**src/rtl/quotient_window_accumulator_pkg.sv**
```systemverilog
// Purpose: shared fixed-point constants, saturation bounds and FSM state type for the quotient path.
// Latency: n/a (declarations only).
// Backpressure: n/a.
package quotient_window_accumulator_pkg;

  localparam int FRAC_BITS = 12;
  localparam logic [31:0] FIX_ONE = 32'h00001000;

  typedef enum logic {
    ACC  = 1'b0,
    HOLD = 1'b1
  } state_t;

  // Largest value representable in an n-bit signed field (n <= 64).
  function automatic logic signed [63:0] sat_max(input int n);
    logic signed [63:0] one;
    one = 64'sd1;
    return (one <<< (n - 1)) - one;
  endfunction

  // Smallest value representable in an n-bit signed field (n <= 64).
  function automatic logic signed [63:0] sat_min(input int n);
    logic signed [63:0] one;
    one = 64'sd1;
    return -(one <<< (n - 1));
  endfunction

endpackage

```
**src/rtl/quotient_window_accumulator_if.sv**
```systemverilog
// Purpose: sample-in / window-result-out handshake bundle for the quotient window accumulator.
// Latency: n/a (wires only).
// Backpressure: in_valid/in_ready on the sample side, out_valid/out_ready on the result side.
// Ports: in_valid, in_ready, in_data, flush (sample side); out_valid, out_ready, out_sum,
//        out_mean, out_count, out_sat (result side). master = producer/consumer, slave = block.
interface quotient_window_accumulator_if #(
  parameter int N        = 32,
  parameter int LOG2_LEN = 3
);
  logic                in_valid;
  logic                in_ready;
  logic signed [N-1:0] in_data;
  logic                flush;
  logic                out_valid;
  logic                out_ready;
  logic signed [N-1:0] out_sum;
  logic signed [N-1:0] out_mean;
  logic [LOG2_LEN:0]   out_count;
  logic                out_sat;

  modport master (
    output in_valid, in_data, flush, out_ready,
    input  in_ready, out_valid, out_sum, out_mean, out_count, out_sat
  );

  modport slave (
    input  in_valid, in_data, flush, out_ready,
    output in_ready, out_valid, out_sum, out_mean, out_count, out_sat
  );
endinterface

```
**src/rtl/quotient_window_accumulator_sat_narrow.sv**
```systemverilog
// Purpose: signed saturating narrower from IN_W to OUT_W bits with an overflow flag.
// Latency: combinational, 0 cycles.
// Backpressure: none (pure function of its input).
// Ports: in_val (IN_W signed), out_val (OUT_W signed, clipped), ovf (1 when clipping happened).
module sat_narrow
  import quotient_window_accumulator_pkg::*;
#(
  parameter int IN_W  = 35,
  parameter int OUT_W = 32
) (
  input  logic signed [IN_W-1:0]  in_val,
  output logic signed [OUT_W-1:0] out_val,
  output logic                    ovf
);

  localparam logic signed [63:0] HI = sat_max(OUT_W);
  localparam logic signed [63:0] LO = sat_min(OUT_W);

  logic signed [63:0] wide;

  always_comb begin
    // Size cast of a signed operand sign-extends, so comparisons are done in 64-bit signed space.
    wide    = 64'(in_val);
    out_val = wide[OUT_W-1:0];
    ovf     = 1'b0;
    if (wide > HI) begin
      out_val = HI[OUT_W-1:0];
      ovf     = 1'b1;
    end else if (wide < LO) begin
      out_val = LO[OUT_W-1:0];
      ovf     = 1'b1;
    end
  end

endmodule

```
**src/rtl/quotient_window_accumulator.sv**
```systemverilog
// Purpose: accumulate signed Q(N-13).12 quotient samples over 2^LOG2_LEN-sample windows (flush closes early).
// Latency: result registered; out_valid high the cycle after the closing sample/flush is taken.
// Backpressure: in_ready drops while a result is held; result held stable until out_ready.
// Ports: clk, rst (async, active-high), bus (slave modport: in_valid/in_ready/in_data/flush,
//        out_valid/out_ready/out_sum/out_mean/out_count/out_sat).
module quotient_window_accumulator
  import quotient_window_accumulator_pkg::*;
#(
  parameter int N        = 32,
  parameter int LOG2_LEN = 3
) (
  input logic                          clk,
  input logic                          rst,
  quotient_window_accumulator_if.slave bus
);

  localparam int ACC_W = N + LOG2_LEN;
  localparam logic [LOG2_LEN:0] CNT_FULL = {1'b1, {LOG2_LEN{1'b0}}};
  localparam logic [LOG2_LEN:0] CNT_ONE  = {{LOG2_LEN{1'b0}}, 1'b1};

  state_t                  state;
  logic signed [ACC_W-1:0] acc;
  logic signed [ACC_W-1:0] acc_upd;
  logic signed [ACC_W-1:0] mean_wide;
  logic [LOG2_LEN:0]       cnt;
  logic [LOG2_LEN:0]       cnt_upd;
  logic                    accept;
  logic                    close_win;

  logic                    in_ready_q;
  logic                    out_valid_q;
  logic signed [N-1:0]     sum_q;
  logic signed [N-1:0]     mean_q;
  logic [LOG2_LEN:0]       count_q;
  logic                    sat_q;

  logic signed [N-1:0]     sum_clip;
  logic signed [N-1:0]     mean_clip;
  logic                    sum_ovf;
  logic                    mean_ovf;

  // Post-update view of the window: the captured result must include a sample
  // accepted in the same cycle as the closing condition.
  always_comb begin
    accept  = (state == ACC) && in_ready_q && bus.in_valid;
    acc_upd = acc;
    cnt_upd = cnt;
    if (accept) begin
      acc_upd = acc + {{LOG2_LEN{bus.in_data[N-1]}}, bus.in_data};
      cnt_upd = cnt + CNT_ONE;
    end
    // A flush on an empty window is dropped rather than producing an empty result.
    close_win = (state == ACC) &&
                ((accept && (cnt_upd == CNT_FULL)) || (bus.flush && (cnt_upd != '0)));
    // Arithmetic shift: partial windows divide as if zero-padded, rounding toward -inf.
    mean_wide = acc_upd >>> LOG2_LEN;
  end

  sat_narrow #(.IN_W(ACC_W), .OUT_W(N)) u_sum_narrow (
    .in_val  (acc_upd),
    .out_val (sum_clip),
    .ovf     (sum_ovf)
  );

  sat_narrow #(.IN_W(ACC_W), .OUT_W(N)) u_mean_narrow (
    .in_val  (mean_wide),
    .out_val (mean_clip),
    .ovf     (mean_ovf)
  );

  always_ff @(posedge clk or posedge rst) begin
    if (rst) begin
      state       <= ACC;
      acc         <= '0;
      cnt         <= '0;
      in_ready_q  <= 1'b0;
      out_valid_q <= 1'b0;
      sum_q       <= '0;
      mean_q      <= '0;
      count_q     <= '0;
      sat_q       <= 1'b0;
    end else begin
      case (state)
        ACC: begin
          // in_ready comes up on the first edge after reset release.
          in_ready_q <= 1'b1;
          acc        <= acc_upd;
          cnt        <= cnt_upd;
          if (close_win) begin
            state       <= HOLD;
            in_ready_q  <= 1'b0;
            out_valid_q <= 1'b1;
            sum_q       <= sum_clip;
            mean_q      <= mean_clip;
            count_q     <= cnt_upd;
            // The mean can only clip when the sum does, so this is the sum-clip flag.
            sat_q       <= sum_ovf | mean_ovf;
          end
        end
        HOLD: begin
          if (bus.out_ready) begin
            state       <= ACC;
            acc         <= '0;
            cnt         <= '0;
            out_valid_q <= 1'b0;
            in_ready_q  <= 1'b1;
          end
        end
        default: begin
          state <= ACC;
        end
      endcase
    end
  end

  assign bus.in_ready  = in_ready_q;
  assign bus.out_valid = out_valid_q;
  assign bus.out_sum   = sum_q;
  assign bus.out_mean  = mean_q;
  assign bus.out_count = count_q;
  assign bus.out_sat   = sat_q;

endmodule
```
**src/flat_wrapper.sv**
```systemverilog
// flat-port wrapper written by rule: the top's interface ports become plain ports
module quotient_window_accumulator_flat import quotient_window_accumulator_pkg::*;
#(
  parameter int N        = 32,
  parameter int LOG2_LEN = 3
)
  (clk, rst, bus_in_valid, bus_in_data, bus_flush, bus_out_ready, bus_in_ready, bus_out_valid, bus_out_sum, bus_out_mean, bus_out_count, bus_out_sat);
  quotient_window_accumulator_if #(.N(N), .LOG2_LEN(LOG2_LEN)) bus_i ();
  input logic clk;
  input logic rst;
  input wire logic [$bits(bus_i.in_valid)-1:0] bus_in_valid;
  input wire logic [$bits(bus_i.in_data)-1:0] bus_in_data;
  input wire logic [$bits(bus_i.flush)-1:0] bus_flush;
  input wire logic [$bits(bus_i.out_ready)-1:0] bus_out_ready;
  output wire logic [$bits(bus_i.in_ready)-1:0] bus_in_ready;
  output wire logic [$bits(bus_i.out_valid)-1:0] bus_out_valid;
  output wire logic [$bits(bus_i.out_sum)-1:0] bus_out_sum;
  output wire logic [$bits(bus_i.out_mean)-1:0] bus_out_mean;
  output wire logic [$bits(bus_i.out_count)-1:0] bus_out_count;
  output wire logic [$bits(bus_i.out_sat)-1:0] bus_out_sat;
  assign bus_i.in_valid = bus_in_valid;
  assign bus_i.in_data = bus_in_data;
  assign bus_i.flush = bus_flush;
  assign bus_i.out_ready = bus_out_ready;
  assign bus_in_ready = bus_i.in_ready;
  assign bus_out_valid = bus_i.out_valid;
  assign bus_out_sum = bus_i.out_sum;
  assign bus_out_mean = bus_i.out_mean;
  assign bus_out_count = bus_i.out_count;
  assign bus_out_sat = bus_i.out_sat;
  quotient_window_accumulator #(.N(N), .LOG2_LEN(LOG2_LEN)) u_core (.clk(clk), .rst(rst), .bus(bus_i));
endmodule
```
**config.mk**
```make
export PLATFORM = sky130hd
export DESIGN_NAME = quotient_window_accumulator_flat
export DESIGN_NICKNAME = d
export VERILOG_FILES = /design/src/rtl/quotient_window_accumulator_pkg.sv /design/src/rtl/quotient_window_accumulator_if.sv /design/src/rtl/quotient_window_accumulator_sat_narrow.sv /design/src/rtl/quotient_window_accumulator.sv /design/src/flat_wrapper.sv
export SDC_FILE = /design/constraint.sdc
export NUM_CORES = 1
export LEC_CHECK = 0
export ABC_CLOCK_PERIOD_IN_PS = 6900
export CAP_MARGIN = 20
export CORE_ASPECT_RATIO = 1.5
export CORE_MARGIN = 1.5
export CORE_UTILIZATION = 50
export DETAILED_ROUTE_END_ITERATION = 6
export DONT_BUFFER_PORTS = 1
export PLACE_DENSITY = 0.76
export SYNTH_ARGS = -nofsm -noshare
export SYNTH_HDL_FRONTEND = slang
export SYNTH_HIERARCHICAL = 1
export SYNTH_SLANG_ARGS = --single-unit
```
**constraint.sdc**
```tcl
create_clock -name clk -period 6.9 [get_ports clk]
set_clock_uncertainty 0.1 [all_clocks]
set_input_delay 0.69 -clock clk [delete_from_list [all_inputs] [get_ports clk]]
set_output_delay 0.69 -clock clk [all_outputs]
set_load 0.05 [all_outputs]
```
==> results of run 1 <==
[cells by family (layout without fill, tap and decap cells)]
logic type	after synthesis	after routing	synth area share (%)
muxes	75	75	12.1
buffers and inverters	94	37	7.56
AOI/OAI and AO/OA	246	246	19.8
xor gates and xnor gates	32	32	3.28
and+or+nand+nor	325	325	19.4
DFF	111	111	32.5
adders and majority gates	36	36	5.36
[worst max path at each step]
| stage | start | to | slack (ns) | cells past startpoint |
|---|---|---|---|---|
| 2_1_floorplan | bus_in_data[0] | u_core/bus.out_mean[3]$_DFFE_PP0P_ | 2.84 | 14 |
| 3_3_place_gp | bus_in_data[0] | u_core/bus.out_mean[6]$_DFFE_PP0P_ | 1.93 | 13 |
| 3_5_place_dp | bus_in_data[0] | u_core/bus.out_mean[6]$_DFFE_PP0P_ | 1.83 | 13 |
| 4_1_cts | u_core/acc[0]$_DFFE_PP0P_ | u_core/bus.out_mean[4]$_DFFE_PP0P_ | 2.12 | 13 |
| 5_1_grt | u_core/acc[0]$_DFFE_PP0P_ | u_core/bus.out_mean[5]$_DFFE_PP0P_ | 1.75 | 13 |
| 6_report | u_core/acc[0]$_DFFE_PP0P_ | u_core/bus.out_sum[2]$_DFFE_PP0P_ | 2.10 | 13 |
[registers in the layout, indices dropped and copies added, names as in the netlist]
signal,flops
u_core/bus.out_mean,32
u_core/bus.out_valid,1
u_core/bus.out_sum,32
u_core/bus.in_ready,1
u_core/acc,35
u_core/state,1
u_core/bus.out_count,4
u_core/cnt,4
u_core/bus.out_sat,1
[critical path: cells and delay by family, from the launching register on]
family	cells	cell delay, ns
multiplexers	1	0.31
adder cells (fa/ha/maj)	2	0.66
flip-flops	1	0.40
AO/OA/AOI/OAI	8	2.53
buffers and inverters	1	0.50
AND/OR/NAND/NOR	1	0.18
[synthesized netlist by cell type, types with 6 or more instances]
| cell | number |
|---|---|
| a21boi_0 | 54 |
| a21boi_1 | 10 |
| a21o_1 | 19 |
| a21oi_1 | 43 |
| a31oi_1 | 12 |
| and3_1 | 6 |
| buf_2 | 15 |
| buf_4 | 13 |
| buf_6 | 30 |
| clkbuf_1 | 21 |
| dfrtp_1 | 111 |
| ha_1 | 35 |
| inv_1 | 12 |
| mux2_2 | 15 |
| mux2_4 | 51 |
| nand2_1 | 99 |
| nand3_1 | 10 |
| nand4_1 | 8 |
| nor2_1 | 33 |
| nor2b_1 | 6 |
| nor3_1 | 70 |
| nor3b_1 | 7 |
| nor4_1 | 62 |
| o21ai_0 | 41 |
| o21ai_1 | 11 |
| o2bb2ai_1 | 10 |
| xnor2_1 | 18 |
| xor2_1 | 14 |
[routing by layer]
metal / track usage (%) / vias to the layer above / wire length, um
met1: 32.3 / 3269 / 9190
met2: 39.5 / 182 / 10400
met3: 5.27 / 36 / 1390
met5: 0 / - / 0
met4: 8.32 / 0 / 576
li1: - / 3286 / -
[per-stage QoR]
step           instance area (um2)  util, %  setup WS, ns  cells
2_1_floorplan                 8540        -          2.84    919
3_3_place_gp                  8300     49.5          1.93   1055
3_5_place_dp                  8300     49.5          1.83   1055
4_1_cts                       8610     51.4          2.12   1071
5_1_grt                       8630     51.5          1.75   1072
6_report                      8630     51.5          2.10   1072
[cell type report]
class,count,area [um2]
fill,1508,8130
multi-input combinational,714,5140
sequential,111,2780
tap,210,263
clock buffer,10,239
timing repair buffer,8,85.1
clock inverter,6,70.1
inverter,13,51.3
==> reports/qor.txt, run 1 <==
status -> finished, final reports clean
drc violations -> 0
CP cell instances -> ha_1, fa_1, a21oi_1, o22ai_1, o211ai_1, a31oi_2, a31oi_1, o21ai_0, o2111ai_4, buf_4, a21boi_4, nor3_1, mux2_4
ys async rst share -> 100%
fin. max-slew vios -> 0
Syn Inst Count -> 919
Port Buf Inserts -> 0
CP max-delay cell -> a21boi_4
minimum clock period after layout -> 4.80 ns
initial antenna violation count -> 0
relative slew slack -> 32.8%
Via density -> 6.32
Distinct cells, synth -> 66
Starting Density -> 50.9%
largest net degree at the start of global routing -> 132
mapped cell area -> 8540 um2
predominant post-synthesis flop cell -> dfrtp_1
Slew @ Worst Pin -> 1.01 ns
Clock Pin Slew Worst Setup and Hold Paths -> 0.09 ns
R2R cell count -> 13
# setup viols final -> 0
CTS Buffer Depth -> 2
crit share post-route -> 69.6%
Skew-Pair Late Insertion Delay -> 0.36 ns
Core Rows -> 58
CTS tree -> yes
reg2reg start -> u_core/acc[0]$_DFFE_PP0P_
share of cells above drive strength 1 -> 12.9%
DRT iter0 DRCs -> 443
first-pass GRT wire length -> 34200 um
via count -> 6773
Worst Path Required -> 7.05 ns
highest clock rate -> 208 MHz
register area share after synthesis -> 32.5%
clk root buf -> clkbuf_16
area grow syn2layout -> 1.08%
Post-Route WL -> 21500 um
Reg2Reg Capture Point -> u_core/bus.out_sum[2]$_DFFE_PP0P_
Net Count, Synth -> 992
H-tree levels -> 3
via count of the first global-routing pass -> 6263
final setup TNS -> 0 ns
cts repair resizes -> 0
WL/cell -> 20.1 um
antenna cell count -> 0
Chip Height -> 163 um
Crit Path Max Fanout -> 72
most frequent cells in the layout -> dfrtp_1 (111), nand2_1 (98), nor3_1 (70)
I/O pins -> 108
cts hold-fix bufs -> 0
number of flops mapped to enable cells by yosys -> 0
CP peak stage delay -> 0.83 ns
Yosys Warn Count -> 6
#FFs+latches synth -> 111
largest area contributor in the netlist -> dfrtp_1
flop-to-flop setup slack -> 2.10 ns
ranking of synthesized cells by area -> dfrtp_1 (33%), mux2_4 (9.0%), ha_1 (5.1%)
dpl hpwl -> 15000 um
Routability Congestion -> 0.945
RSZ-0062 raised after global routing -> no
Tightest Hold Check Type -> input port to async pin
Crit path arrival time -> 4.95 ns
Max-Cap Viols -> 0
Worst Setup End Kind -> flip-flop
commonest non-fill, non-tap cell in the layout -> dfrtp_1
grt total ovfl -> 0
Syn Area/Cell -> 9.29 um2
first-pass iteration count of the detailed router -> 5
post-CTS setup buffer count -> 0
Hold WS -> 0.128 ns
Inserted Clock Buffers -> 9
die area -> 17900 um2
die width -> 110 um
GR Util All Layers -> 24.5%
post-route ant nets -> 0
final hold violation count -> 0
CP Class -> flip-flop to flip-flop
Synth top area share -> 32.5%
core area -> 16800 um2
Final #Nets -> 930
CP Launch Type -> flip-flop
CTS Sinks -> 111
Power of run 1 is left out: the tool's default activity adds up to more than one toggle a clock period on the data nets, which glitch-free logic cannot reach.
==> inputs of run 2 (changes only) <==
--- a/config.mk
+++ b/config.mk
@@ -5,14 +5,14 @@
 export SDC_FILE = /design/constraint.sdc
 export NUM_CORES = 1
 export LEC_CHECK = 0
-export ABC_CLOCK_PERIOD_IN_PS = 6900
+export ABC_CLOCK_PERIOD_IN_PS = 4100
 export CAP_MARGIN = 20
 export CORE_ASPECT_RATIO = 1.5
 export CORE_MARGIN = 1.5
 export CORE_UTILIZATION = 50
 export DETAILED_ROUTE_END_ITERATION = 6
 export DONT_BUFFER_PORTS = 1
-export PLACE_DENSITY = 0.76
+export PLACE_DENSITY = 0.79
 export SYNTH_ARGS = -nofsm -noshare
 export SYNTH_HDL_FRONTEND = slang
 export SYNTH_HIERARCHICAL = 1
==> constraint.sdc (replaced) <==
create_clock -name clk -period 4.1 [get_ports clk]
set_clock_uncertainty 0.1 [all_clocks]
set_input_delay 0.41 -clock clk [delete_from_list [all_inputs] [get_ports clk]]
set_output_delay 0.41 -clock clk [all_outputs]
set_load 0.05 [all_outputs]
==> run 2 against run 1 <==
Effect of this change:
- the flow now finishes with violations (negative hold slack)
- setup slack worse by 1.9 ns
- count of clock-buffer cells in the layout rose by 2
- die area unchanged
- largest cell class unchanged
- highest routed layer unchanged
==> reports/qor.txt, run 2 (synthesized netlist as in run 1, its figures left out) <==
status -> complete, but fails checks
Routability Congestion -> 0.926
via count -> 6829
first-pass GRT wire length -> 35100 um
Final #Nets -> 952
commonest non-fill, non-tap cell in the layout -> dfrtp_1
highest clock rate -> 258 MHz
CP Class -> flip-flop to flip-flop
drc violations -> 0
met3 WL post-DR -> 1190 um
Core Rows -> 58
RSZ-0062 raised after global routing -> yes
area grow syn2layout -> 4.45%
Non-Filler Instances -> 1094
WL met1 -> 9070 um
fin. max-slew vios -> 0
final setup TNS -> 0 ns
largest net degree at the start of global routing -> 107
flop-to-flop setup slack -> 0.22 ns
Top Metal Used -> met4
dpl cells -> 1073
Top reg by flops -> u_core/acc
dpl hpwl -> 15900 um
# setup viols final -> 0
die width -> 110 um
Post-Route WL -> 22500 um
CTS Buffer Depth -> 2
share of cells above drive strength 1 -> 15.2%
R2R cell count -> 15
antenna cell count -> 0
Reg2Reg Capture Point -> u_core/bus.out_sat$_DFFE_PP0P_
reg2reg start -> u_core/acc[0]$_DFFE_PP0P_
Chip Height -> 163 um
via count of the first global-routing pass -> 6507
Clock Pin Slew Worst Setup and Hold Paths -> 0.07 ns
die area -> 17900 um2
CP Launch Point -> u_core/acc[0]$_DFFE_PP0P_
Worst Path Required -> 4.23 ns
CTS tree -> yes
DRT iter0 DRCs -> 493
minimum clock period after layout -> 3.88 ns
Tightest Hold Check Type -> input port to async pin
cts hold-fix bufs -> 0
post-route ant nets -> 0
Final Core Density -> 53.2%
Worst Setup End Kind -> flip-flop
routed wl met2 -> 11400 um
max FFs per register -> 35
Skew-Pair Late Insertion Delay -> 0.36 ns
CTS Sinks -> 111
first-pass iteration count of the detailed router -> 5
relative slew slack -> 42.7%
Crit path arrival time -> 4.01 ns
most frequent cells in the layout -> dfrtp_1 (111), nand2_1 (98), nor3_1 (70)
core area -> 16800 um2
Starting Density -> 50.9%
Max-Cap Viols -> 0
failing checks -> negative hold slack
Slew @ Worst Pin -> 0.850 ns
I/O pins -> 108
Crit Path Max Fanout -> 70
GR Util All Layers -> 25.5%
clk root buf -> clkbuf_16
final hold violation count -> 3
grt total ovfl -> 0
Inserted Clock Buffers -> 9
WL/cell -> 20.5 um
initial antenna violation count -> 0
CP Launch Type -> flip-flop
critical path capture point -> u_core/bus.out_sat$_DFFE_PP0P_
Via density -> 6.24
Port Buf Inserts -> 0
Hold WS -> -0.00995 ns
crit share post-route -> 94.6%
H-tree levels -> 3
==> run 2: timing repair <==
action,CTS,global route
buffers inserted,0,3
resized for setup,0,4
endpoints found under the setup margin,0,58
==> run 2: per-stage QoR <==
step / instance area (um2) / worst slack, ns
after floorplan: 8540 / 0.320
after global placement: 8540 / 0.190
after detailed placement: 8540 / 0.0832
after CTS: 8850 / 0.0666
after global routing: 8920 / 0.000318
final: 8920 / 0.221
==> run 2: worst min-delay path by stage <==
stage                                     from  slack, ns                                   to  cells past startpoint
floorplan           u_core/acc[23]$_DFFE_PP0P_       0.37           u_core/acc[23]$_DFFE_PP0P_                      2
global placement    u_core/acc[23]$_DFFE_PP0P_       0.39           u_core/acc[23]$_DFFE_PP0P_                      2
detailed placement               bus_out_ready       0.40           u_core/acc[18]$_DFFE_PP0P_                      1
CTS                              bus_out_ready       0.01           u_core/acc[26]$_DFFE_PP0P_                      1
global route                     bus_out_ready       0.01           u_core/acc[26]$_DFFE_PP0P_                      1
finish                                     rst      -0.01  u_core/bus.out_mean[31]$_DFFE_PP0P_                      1
==> run 2: layer usage <==
metal  global-route usage, %  vias up
met1                    30.2     3263
met5                       0        -
met3                    5.03       45
li1                        -     3335
met4                    12.2        0
met2                    43.3      186
==> run 2: critical path: stages (launching register included) <==
cell and delay [ns]:
dfrtp_1 0.40, ha_1 0.22, fa_1 0.42, a21oi_1 0.25, o22ai_1 0.16, o211ai_1 0.18
buf_4 0.15, a31oi_2 0.13, a31oi_2 0.23, or4_1 0.20, o2111ai_4 0.29, buf_12 0.30
nor4_1 0.32, nor2_1 0.07, nor2_1 0.22, a21oi_1 0.10
==> run 2: final cells by class <==
class | instances | area (um2)
Tap cell | 210 | 263
Clock inverter | 4 | 51.3
Inverter | 13 | 51.3
Multi-Input combinational cell | 714 | 5150
Clock buffer | 12 | 267
Sequential cell | 111 | 2780
Timing Repair Buffer | 30 | 354
Fill cell | 1473 | 7850
Power of run 2 is left out for the same reason.
==> inputs of run 3 (changes only) <==
--- a/config.mk
+++ b/config.mk
@@ -13,7 +13,7 @@
 export DETAILED_ROUTE_END_ITERATION = 6
 export DONT_BUFFER_PORTS = 1
 export PLACE_DENSITY = 0.79
+export SKIP_LAST_GASP = 1
 export SYNTH_ARGS = -nofsm -noshare
 export SYNTH_HDL_FRONTEND = slang
-export SYNTH_HIERARCHICAL = 1
 export SYNTH_SLANG_ARGS = --single-unit
==> run 3 against run 2 <==
Effect of this change:
- the flow finishes with violations (design-rule violations, negative hold slack)
- critical path depth decreased by 3
- first-iteration DRC count decreased by 1.8%
- final area decreased by 19%
- utilization increased by 0.69 points
- hold slack got worse by 0.017 ns
- critical endpoint is now u_core.bus.out_sum[28]$_DFFE_PP0P_
- highest routed layer unchanged
==> reports/qor.txt, run 3 <==
status -> complete, but fails checks
failing checks -> design-rule violations, negative hold slack
RSZ-0062 raised after global routing -> no
die area -> 14500 um2
Starting Density -> 51.0%
CP Launch Type -> flip-flop
Crit path arrival time -> 3.84 ns
Top reg by flops -> u_core.acc
minimum clock period after layout -> 3.72 ns
register area share after synthesis -> 40.5%
mux cell area share after synthesis -> 2.04%
Syn Inst Count -> 789
fin. max-slew vios -> 0
#FFs+latches synth -> 111
# setup viols final -> 0
most frequent cells in the layout -> nand2_1 (170), dfrtp_1 (110), a21oi_1 (54)
Distinct cells, synth -> 63
Tightest Hold Check Type -> input port to async pin
Worst Setup End Kind -> flip-flop
combinational family with the most area after synthesis -> compound AO/OA/AOI/OAI gates
first-pass iteration count of the detailed router -> 7
Final Total Pwr -> 0.00703 W
LEAKAGE -> 3.24 nW
antenna cell count -> 0
crit share post-route -> 90.7%
Worst Path Required -> 4.22 ns
mapped cell area -> 6860 um2
Core Rows -> 52
Skew-Pair Late Insertion Delay -> 0.36 ns
die width -> 98.7 um
post-route ant nets -> 0
Chip Height -> 147 um
Clock Pin Slew Worst Setup and Hold Paths -> 0.08 ns
DRT iter0 DRCs -> 484
largest net degree at the start of global routing -> 101
via count of the first global-routing pass -> 5717
core area -> 13500 um2
share of cells above drive strength 1 -> 7.86%
PwrDens -> 969 nW/um2
Syn Area/Cell -> 8.70 um2
ranking of synthesized cells by area -> dfrtp_1 (40%), nand2_1 (9.3%), ha_1 (6.4%)
via count -> 5881
most common cell in the netlist -> nand2_1
clk root buf -> clkbuf_16
Via density -> 6.36
Post-Route WL -> 19000 um
ys async rst share -> 100%
Worst VDD drop -> 0.492 mV
Pint -> 0.00317 W
Comb power frac -> 43.7%
post-CTS setup buffer count -> 0
number of flops mapped to enable cells by yosys -> 0
Slew @ Worst Pin -> 0.838 ns
drc violations -> 5
GR Util All Layers -> 27.1%
Final #Nets -> 832
area share of and/or/nand/nor cells after synthesis -> 16.8%
dpl hpwl -> 13900 um
Net Count, Synth -> 862
Hold WS -> -0.0272 ns
Port Buf Inserts -> 0
Psw -> 0.00386 W
Yosys Warn Count -> 0
H-tree levels -> 3
grt total ovfl -> 0
fraction of the mapped netlist area in compound gates -> 24.8%
design area -> 7260 um2
first-pass GRT wire length -> 30500 um
area grow syn2layout -> 5.74%
clock power share -> 13.1%
Crit Path Max Fanout -> 29
xor/xnor share of the synthesized area -> 4.21%
predominant post-synthesis flop cell -> dfrtp_1
CTS Sinks -> 111
relative slew slack -> 44.1%
largest area contributor in the netlist -> dfrtp_1
CTS tree -> yes
WL/cell -> 20.5 um
Adder-Cell Fraction of Synth Area -> 6.67%
final hold violation count -> 11
max FFs per register -> 35
Net Sw Frac -> 54.9%
dpl cell area -> 6960 um2
final setup TNS -> 0 ns
CTS Buffer Depth -> 2
Inserted Clock Buffers -> 9
commonest non-fill, non-tap cell in the layout -> nand2_1
cts hold-fix bufs -> 0
CP Class -> flip-flop to flip-flop
I/O pins -> 108
initial antenna violation count -> 0
Synth top area share -> 40.5%
highest clock rate -> 269 MHz
Max-Cap Viols -> 0
cts repair resizes -> 0
Routability Congestion -> 0.989
top post-synthesis cells by count -> nand2_1 (170), dfrtp_1 (111), a21oi_1 (54), nor2_1 (53), o21ai_0 (41)
Reg power frac -> 43.3%
Final Core Density -> 53.9%
==> run 3: cell types whose count changed after synthesis, sizes merged, moves of 12 or more <==
| cell | change |
|---|---|
| nand2 | +71 |
| o22ai | +30 |
| a21boi | -63 |
| clkbuf | +12 |
| inv | +18 |
| nor2 | +19 |
| buf | -44 |
| o211ai | +24 |
| nor3 | -62 |
| mux2 | -70 |
| nor4 | -63 |
==> run 3: routing by layer <==
layer / routed length (um) / vias up / part of all wire, % / track usage, %
li1: - / 2764 / - / -
met1: 6800 / 2831 / 36 / 29.7
met2: 10100 / 227 / 53 / 48.9
met3: 935 / 59 / 4.9 / 4.55
met4: 1100 / 0 / 5.8 / 15.1
met5: 0 / - / 0 / 0
==> run 3: through the flow <==
stage	setup WS [ns]	cells
floorplan	0.659	789
global placement	0.522	910
detailed placement	0.420	910
CTS	0.384	925
global route	0.137	925
finish	0.382	925
==> run 3: worst paths after layout <==
kind	slack, ns	from	cells after the start	to
worst max-delay path	0.38	u_core.acc[0]$_DFFE_PP0P_	12	u_core.bus.out_sum[28]$_DFFE_PP0P_
worst min-delay path	-0.03	rst	1	u_core.bus.out_sum[28]$_DFFE_PP0P_
worst max register to register	0.38	u_core.acc[0]$_DFFE_PP0P_	12	u_core.bus.out_sum[28]$_DFFE_PP0P_
worst min register to register	0.42	u_core.cnt[3]$_DFFE_PP0P_	2	u_core.cnt[3]$_DFFE_PP0P_
max in group asynchronous	3.06	rst	2	u_core.acc[21]$_DFFE_PP0P_
min in group clk	0.03	bus_out_ready	1	u_core.acc[29]$_DFFE_PP0P_
==> run 3: area by class of cell <==
class	instances	area, um2
fillers	1205	6210
flip-flops and latches	111	2780
clock buffers	9	225
multi-input cells	598	3760
repair buffers	8	97.6
inverters	31	119
clock inverters	6	77.6
well taps	162	203
==> run 3: worst max-delay path, cell delays in order (launching register included) <==
cell	delay (ns)
dfrtp_1	0.40
ha_1	0.24
fa_1	0.43
a211oi_1	0.36
o21a_1	0.22
a221oi_2	0.10
o2111a_1	0.29
or2_1	0.24
a221oi_2	0.43
o2111ai_1	0.21
nand3_1	0.18
buf_12	0.22
o311ai_2	0.13
==> run 3: power groups by stage <==
| stage | Clock [W] | Sequential, W | Combinational (W) |
|---|---|---|---|
| 2_1_floorplan | 0 | 0.00288 | 0.00242 |
| 3_5_place_dp | 0 | 0.00306 | 0.00302 |
| 6_report | 0.000918 | 0.00304 | 0.00307 |
| 4_1_cts | 0.000921 | 0.00304 | 0.00305 |
| 3_3_place_gp | 0 | 0.00305 | 0.00295 |
| 5_1_grt | 0.000957 | 0.00308 | 0.00341 |
==> run 3: kinds of logic (layout without fill, tap and decap cells) <==
logic type | count (synthesis) | after routing
AND/OR/NAND/NOR | 276 | 276
AO/OA/AOI/OAI | 239 | 239
XOR/XNOR | 33 | 33
adder cells (fa/ha/maj) | 36 | 36
multiplexers | 14 | 14
buffers and inverters | 80 | 54
flip-flops | 111 | 111
No activity file was read; power rests on OpenSTA's default activity.
